### src/rtl/flash_word_reader_if.sv
`default_nettype none
// +-----------------------------------------------------------------------+
// | flash_word_reader_if                                                  |
// | CPU word-read bus plus byte-wide SPI flash controller handshake.      |
// | Revision: 1.0                                                         |
// +-----------------------------------------------------------------------+
interface flash_word_reader_if;
    logic        bus_req;
    logic [23:0] bus_addr;
    logic [31:0] bus_rdata;
    logic        bus_ready;
    logic        bus_err;
    logic [23:0] flash_addr;
    logic        flash_rd;
    logic        flash_busy;
    logic [7:0]  flash_data;

    modport slave (
        input  bus_req, bus_addr, flash_busy, flash_data,
        output bus_rdata, bus_ready, bus_err, flash_addr, flash_rd
    );

    modport master (
        output bus_req, bus_addr, flash_busy, flash_data,
        input  bus_rdata, bus_ready, bus_err, flash_addr, flash_rd
    );
endinterface
`default_nettype wire

### src/rtl/flash_word_reader.sv
`default_nettype none
// +-----------------------------------------------------------------------+
// | flash_word_reader                                                     |
// | Word reads assembled little-endian from four single-byte flash reads. |
// | Optional one-entry word cache: FLASH_WORD_CACHE_EN.                   |
// | Revision: 1.0                                                         |
// +-----------------------------------------------------------------------+
module flash_word_reader #(
    parameter logic [23:0] BASE_ADDR   = 24'h000000,
    parameter int          TIMEOUT_CYC = 4096
) (
    input  logic                clk,
    input  logic                rst_n,
    flash_word_reader_if.slave  bif
);
    localparam int              c_CNT_W    = $clog2(TIMEOUT_CYC + 1);
    localparam logic [c_CNT_W-1:0] c_TMO_LAST = c_CNT_W'(TIMEOUT_CYC - 1);

    typedef enum logic [2:0] {
        IDLE      = 3'd0,
        ISSUE     = 3'd1,
        WAIT_BUSY = 3'd2,
        WAIT_DONE = 3'd3,
        RESP      = 3'd4
    } state_t;

    state_t              r_state;
    state_t              w_state_nxt;
    logic [23:0]         r_wbase;
    logic [1:0]          r_k;
    logic [c_CNT_W-1:0]  r_cnt;
    logic [23:0]         r_lanes;
    logic [31:0]         r_rdata;
    logic                r_ready;
    logic                r_err;
    logic [23:0]         r_flash_addr;
    logic                r_flash_rd;

    logic [23:0]         w_req_wbase;
    logic [23:0]         w_issue_addr;
    logic                w_accept;
    logic                w_take_hit;
    logic                w_issue;
    logic                w_capture;
    logic                w_done_ok;
    logic                w_timeout;
    logic                w_tmo;
    logic                w_hit;
    logic [31:0]         w_hit_data;

    assign w_req_wbase = (bif.bus_addr & 24'hFFFFFC) + BASE_ADDR;
    assign w_tmo       = (r_cnt == c_TMO_LAST);

`ifdef FLASH_WORD_CACHE_EN
    logic        r_cache_vld;
    logic [21:0] r_cache_tag;
    logic [31:0] r_cache_data;

    assign w_hit      = r_cache_vld && (r_cache_tag == w_req_wbase[23:2]);
    assign w_hit_data = r_cache_data;

    always_ff @(posedge clk or negedge rst_n) begin
        if (!rst_n) begin
            r_cache_vld  <= 1'b0;
            r_cache_tag  <= '0;
            r_cache_data <= '0;
        end else if (w_done_ok) begin
            r_cache_vld  <= 1'b1;
            r_cache_tag  <= r_wbase[23:2];
            r_cache_data <= {bif.flash_data, r_lanes};
        end else if (w_timeout) begin
            r_cache_vld  <= 1'b0;
        end
    end
`else
    assign w_hit      = 1'b0;
    assign w_hit_data = 32'h0;
`endif

    always_ff @(posedge clk or negedge rst_n) begin
        if (!rst_n) r_state <= IDLE;
        else        r_state <= w_state_nxt;
    end

    always_comb begin
        w_state_nxt  = r_state;
        w_accept     = 1'b0;
        w_take_hit   = 1'b0;
        w_issue      = 1'b0;
        w_issue_addr = r_flash_addr;
        w_capture    = 1'b0;
        w_done_ok    = 1'b0;
        w_timeout    = 1'b0;
        case (r_state)
            IDLE: begin
                if (bif.bus_req) begin
                    w_accept = 1'b1;
                    if (w_hit) begin
                        w_take_hit  = 1'b1;
                        w_state_nxt = RESP;
                    end else begin
                        w_issue      = 1'b1;
                        w_issue_addr = w_req_wbase;
                        w_state_nxt  = ISSUE;
                    end
                end
            end
            ISSUE: w_state_nxt = WAIT_BUSY;
            WAIT_BUSY: begin
                if (bif.flash_busy) begin
                    w_state_nxt = WAIT_DONE;
                end else if (w_tmo) begin
                    w_timeout   = 1'b1;
                    w_state_nxt = RESP;
                end
            end
            WAIT_DONE: begin
                // A completed byte wins over a timeout landing in the same cycle.
                if (!bif.flash_busy) begin
                    w_capture = 1'b1;
                    if (r_k == 2'd3) begin
                        w_done_ok   = 1'b1;
                        w_state_nxt = RESP;
                    end else begin
                        w_issue      = 1'b1;
                        w_issue_addr = r_wbase + {22'd0, r_k + 2'd1};
                        w_state_nxt  = ISSUE;
                    end
                end else if (w_tmo) begin
                    w_timeout   = 1'b1;
                    w_state_nxt = RESP;
                end
            end
            RESP:    w_state_nxt = IDLE;
            default: w_state_nxt = IDLE;
        endcase
    end

    always_ff @(posedge clk or negedge rst_n) begin
        if (!rst_n) begin
            r_wbase      <= '0;
            r_k          <= '0;
            r_cnt        <= '0;
            r_lanes      <= '0;
            r_rdata      <= '0;
            r_ready      <= 1'b0;
            r_err        <= 1'b0;
            r_flash_addr <= '0;
            r_flash_rd   <= 1'b0;
        end else begin
            r_flash_rd <= w_issue;
            r_ready    <= w_done_ok | w_timeout | w_take_hit;
            r_err      <= w_timeout;
            if (w_issue) r_flash_addr <= w_issue_addr;
            if (w_accept) begin
                r_wbase <= w_req_wbase;
                r_k     <= 2'd0;
            end
            if (r_state == ISSUE) begin
                r_cnt <= '0;
            end else if (r_state == WAIT_BUSY || r_state == WAIT_DONE) begin
                r_cnt <= r_cnt + 1'b1;
            end
            if (w_capture) begin
                case (r_k)
                    2'd0:    r_lanes[7:0]   <= bif.flash_data;
                    2'd1:    r_lanes[15:8]  <= bif.flash_data;
                    2'd2:    r_lanes[23:16] <= bif.flash_data;
                    default: ;
                endcase
                r_k <= r_k + 2'd1;
            end
            // Byte 3 goes straight into the response word on the capture edge.
            if (w_done_ok)       r_rdata <= {bif.flash_data, r_lanes};
            else if (w_timeout)  r_rdata <= 32'hFFFF_FFFF;
            else if (w_take_hit) r_rdata <= w_hit_data;
        end
    end

    assign bif.bus_rdata  = r_rdata;
    assign bif.bus_ready  = r_ready;
    assign bif.bus_err    = r_err;
    assign bif.flash_addr = r_flash_addr;
    assign bif.flash_rd   = r_flash_rd;
endmodule
`default_nettype wire

### src/flat_wrapper.sv
// flat-port wrapper written by rule: the top's interface ports become plain ports
module flash_word_reader_flat 
#(
    parameter logic [23:0] BASE_ADDR   = 24'h000000,
    parameter int          TIMEOUT_CYC = 4096
)
  (clk, rst_n, bif_bus_req, bif_bus_addr, bif_flash_busy, bif_flash_data, bif_bus_rdata, bif_bus_ready, bif_bus_err, bif_flash_addr, bif_flash_rd);
  flash_word_reader_if bif_i ();
  input  logic clk;
  input  logic rst_n;
  input wire logic [$bits(bif_i.bus_req)-1:0] bif_bus_req;
  input wire logic [$bits(bif_i.bus_addr)-1:0] bif_bus_addr;
  input wire logic [$bits(bif_i.flash_busy)-1:0] bif_flash_busy;
  input wire logic [$bits(bif_i.flash_data)-1:0] bif_flash_data;
  output wire logic [$bits(bif_i.bus_rdata)-1:0] bif_bus_rdata;
  output wire logic [$bits(bif_i.bus_ready)-1:0] bif_bus_ready;
  output wire logic [$bits(bif_i.bus_err)-1:0] bif_bus_err;
  output wire logic [$bits(bif_i.flash_addr)-1:0] bif_flash_addr;
  output wire logic [$bits(bif_i.flash_rd)-1:0] bif_flash_rd;
  assign bif_i.bus_req = bif_bus_req;
  assign bif_i.bus_addr = bif_bus_addr;
  assign bif_i.flash_busy = bif_flash_busy;
  assign bif_i.flash_data = bif_flash_data;
  assign bif_bus_rdata = bif_i.bus_rdata;
  assign bif_bus_ready = bif_i.bus_ready;
  assign bif_bus_err = bif_i.bus_err;
  assign bif_flash_addr = bif_i.flash_addr;
  assign bif_flash_rd = bif_i.flash_rd;
  flash_word_reader #(.BASE_ADDR(BASE_ADDR), .TIMEOUT_CYC(TIMEOUT_CYC)) u_core (.clk(clk), .rst_n(rst_n), .bif(bif_i));
endmodule
### config.mk
export PLATFORM = sky130hd
export DESIGN_NAME = flash_word_reader_flat
export DESIGN_NICKNAME = d
export VERILOG_FILES = /design/src/rtl/flash_word_reader_if.sv /design/src/rtl/flash_word_reader.sv /design/src/flat_wrapper.sv
export SDC_FILE = /design/constraint.sdc
export NUM_CORES = 1
export LEC_CHECK = 0
export BUFFER_PORTS_ARGS = -buffer_cell sky130_fd_sc_hd__clkbuf_2
export CAP_MARGIN = 30
export CORE_MARGIN = 4
export CORE_UTILIZATION = 50
export CTS_CLUSTER_DIAMETER = 40
export CTS_CLUSTER_SIZE = 10
export DETAILED_ROUTE_END_ITERATION = 6
export PLACE_DENSITY = 0.73
export SLEW_MARGIN = 15
export SYNTH_ARGS = -nofsm -noshare
export SYNTH_HDL_FRONTEND = slang
export SYNTH_SLANG_ARGS = --single-unit
### constraint.sdc
create_clock -name clk -period 4.5 [get_ports clk]
set_input_delay 0.9 -clock clk [delete_from_list [all_inputs] [get_ports clk]]
set_output_delay 0.9 -clock clk [all_outputs]
set_load 0.05 [all_outputs]
==> metrics <==
syn avg cell area 13.24 sq um; Synth Warn # 0; Overflow after GRT 0; max cap viols 0; CP endpoint kind flip-flop; synthesized instance count 381; startpoint types flip-flop; actual slew at the worst max-slew pin 0.8650 ns; Starting DRT DRC Count 121; R2R cell count 4; setup tns final 0 ns; wire length per cell 16.27 um; DRC Markers 0; hold_buf cts 0; DR vias 3344; Critical R2R Launch u_core.r_state[1]; Routed Wire Length 10150 um; Buf/Inv on CP 0; initial antenna violation count 0; worst skew pair latency 0.52 ns; Max Root-Sink Buffers 2; minimum clock period 2.522 ns; share of layout cells above drive strength 1 38.09%; family with the most delay on the worst path compound AO/OA/AOI/OAI gates; leakage 2.896 nW; hold_sp u_core.r_cnt[5]; GR Util met2 28.55%; antenna cell count 0; Max stage delay on crit path 0.76 ns; worst path arrival time 2.97 ns; met3 usage in global routing 7.761%; Overall Global Routing Usage 18.78%; Synth Net Count 422; top_reg_cell synth dfrtp_1; vias in the first global route 3496; reg2reg setup slack 1.98 ns; # Post-CTS Setup Buffers 0; commonest non-fill, non-tap cell in the layout dfrtp_1; mux contribution to synthesized area 15.45%; CP Class flip-flop to flip-flop; critical-path cell list nor2b_1 > nand4_4 > o21ai_4 > o22a_1; filler cell count in the final layout 827; initial core utilization 51.38%; PortBufs 92; post-synthesis compound-gate area fraction 11.38%; Slew Viols, Final 0; Final Hold Violating Endpoints 0; Die Width 108.4 um; Die Y 108.4 um; CTS tree done; post-route clock skew 0.007476 ns; CTS Buf Count 17; H-tree Lvls 4; reg2reg end u_core.bif.bus_rdata[31]; GR peak layer met2; status complete, no violations; pwr dens 888.3 nW/um^2; worst hold path type flip-flop to flip-flop; register area share after synthesis 61.01%; Req. time, crit path 4.95 ns; # rows 36; Synth Area in Adders 1.240%; Final setup viols 0; Syn Std Cell Area 5045 sq um; worst hold endpoint u_core.r_cnt[5]; commonest non-fill, non-tap cells in the layout 123 x dfrtp_1, 91 x clkbuf_2, 47 x mux2_2, 29 x o22a_1, 28 x a21oi_1; post-CTS sizing 0; Layout Nets 519; ys async rst share 100.0%; Tot Pwr 5.458 mW; synth-to-layout area growth 21.80%; highest clock rate 396.6 MHz; Slowest-stage cell, CP o21ai_4; largest family of logic cells by synthesized area multiplexers; first-pass GRT wire length 17070 um; simple logic cell fraction of the synthesized area 7.688%; placer congestion estimate 0.7545; Tcrit/Tclk final 56.04%; DRT Pass-1 Iters 4; Yosys reg bits 123; CP max FO 33; Post-DRT Antenna Nets 0; XOR/XNOR Fraction of Synth Area 0%; clk sinks 123; root buf cell clkbuf_8; Avg Vias per Cell 5.359; relative slew slack 42.11%; Hold Path Depth 1; IO Pins 95; Clock Pin Slew Worst Setup and Hold Paths 0.06 ns; Synth cell types 41; worst vdd rail ir drop 0.5688 mV; Std-Cell Core Area 9819 sq um; largest net degree at the start of global routing 72; hpwl dp 6757 um; RSZ-0062 raised after global routing no; number of enable flip-flop cells after synthesis 0; met1 Usage GRT 24.02%; Die ar. 11760 sq um
[metal layers]
metal  part of all wire [%]  vias up
li1                       -     1576
met1                     44     1662
met2                     47       87
met3                    6.7       19
met4                    2.1        0
met5                      0        -
[cells in the mapped netlist (2+ instances only)]
master / number / area (sq um)
buf_6: 6 / 67.56
a21oi_1: 28 / 140.1
o21ai_0: 8 / 40.04
nand2b_1: 3 / 18.77
ha_1: 5 / 62.56
buf_2: 10 / 50.05
mux2_2: 47 / 529.3
clkbuf_1: 3 / 11.26
nor4_1: 2 / 12.51
and2_1: 2 / 12.51
nand3_1: 7 / 35.03
o22a_1: 29 / 254.0
dfrtp_1: 123 / 3078
inv_1: 7 / 26.28
nand4_1: 4 / 25.02
o22a_2: 3 / 30.03
o31ai_1: 3 / 22.52
mux2i_1: 25 / 250.2
nor2_1: 26 / 97.59
nand2_1: 18 / 67.56
o211ai_1: 2 / 15.01
[power by group]
part / switching [mW] / leakage (nW) / internal (mW)
clock: 0.526 / 0.265 / 0.744
combinational: 1.55 / 1.16 / 0.710
sequential: 0.313 / 1.47 / 1.62
total: 2.39 / 2.90 / 3.07
[cell type report]
class	instances	area (sq um)	share of cell area (%)
Clock buffer	18	417.9	6.801
Clock inverter	14	135.1	2.199
Inverter	7	26.28	0.4276
Multi-Input combinational cell	231	1813	29.51
Sequential cell	123	3078	50.09
Tap cell	133	166.4	2.708
Timing Repair Buffer	98	508.0	8.267
[logic make-up (layout without fill, tap and decap cells)]
logic type / Yosys count / count (layout)
and+or+nand+nor: 73 / 73
DFF: 123 / 123
buffers and inverters: 27 / 137
adders and majority gates: 5 / 5
muxes: 72 / 72
AOI/OAI and AO/OA: 81 / 81
[through the flow]
stage / std cells / setup WS [ns] / cell area [sq um] / utilization, % / hold slack (ns)
floorplan: 381 / 2.407 / 5045 / - / 0.4372
finish: 624 / 1.978 / 6145 / 62.58 / 0.4740
global placement: 592 / 1.733 / 5592 / 56.94 / 0.4582
CTS: 624 / 1.960 / 6145 / 62.58 / 0.4723
global route: 624 / 1.750 / 6145 / 62.58 / 0.5100
detailed placement: 592 / 1.687 / 5592 / 56.94 / 0.4621
[flip-flops by register name, indices dropped and copies added, names as in the netlist]
signal,flops
u_core.bif.bus_rdata,32
u_core.bif.flash_addr,24
u_core.r_lanes,24
u_core.r_wbase,22
u_core.r_cnt,13
u_core.r_state,3
u_core.r_k,2
u_core.bif.bus_err,1
u_core.bif.bus_ready,1
u_core.bif.flash_rd,1
[how the worst max path moves through the flow]
stage / from / to / slack, ns / cells after the start
6_report: u_core.r_state[1] / u_core.bif.bus_rdata[31] / 1.98 / 4
5_1_grt: u_core.r_state[1] / u_core.bif.bus_rdata[31] / 1.75 / 4
4_1_cts: u_core.r_state[1] / u_core.bif.bus_rdata[31] / 1.96 / 4
3_5_place_dp: bif_flash_busy / u_core.bif.bus_rdata[31] / 1.69 / 6
3_3_place_gp: bif_flash_busy / u_core.bif.bus_rdata[3] / 1.73 / 6
2_1_floorplan: bif_flash_busy / u_core.bif.bus_rdata[10] / 2.41 / 5
Power figures use the tool's default switching activity.
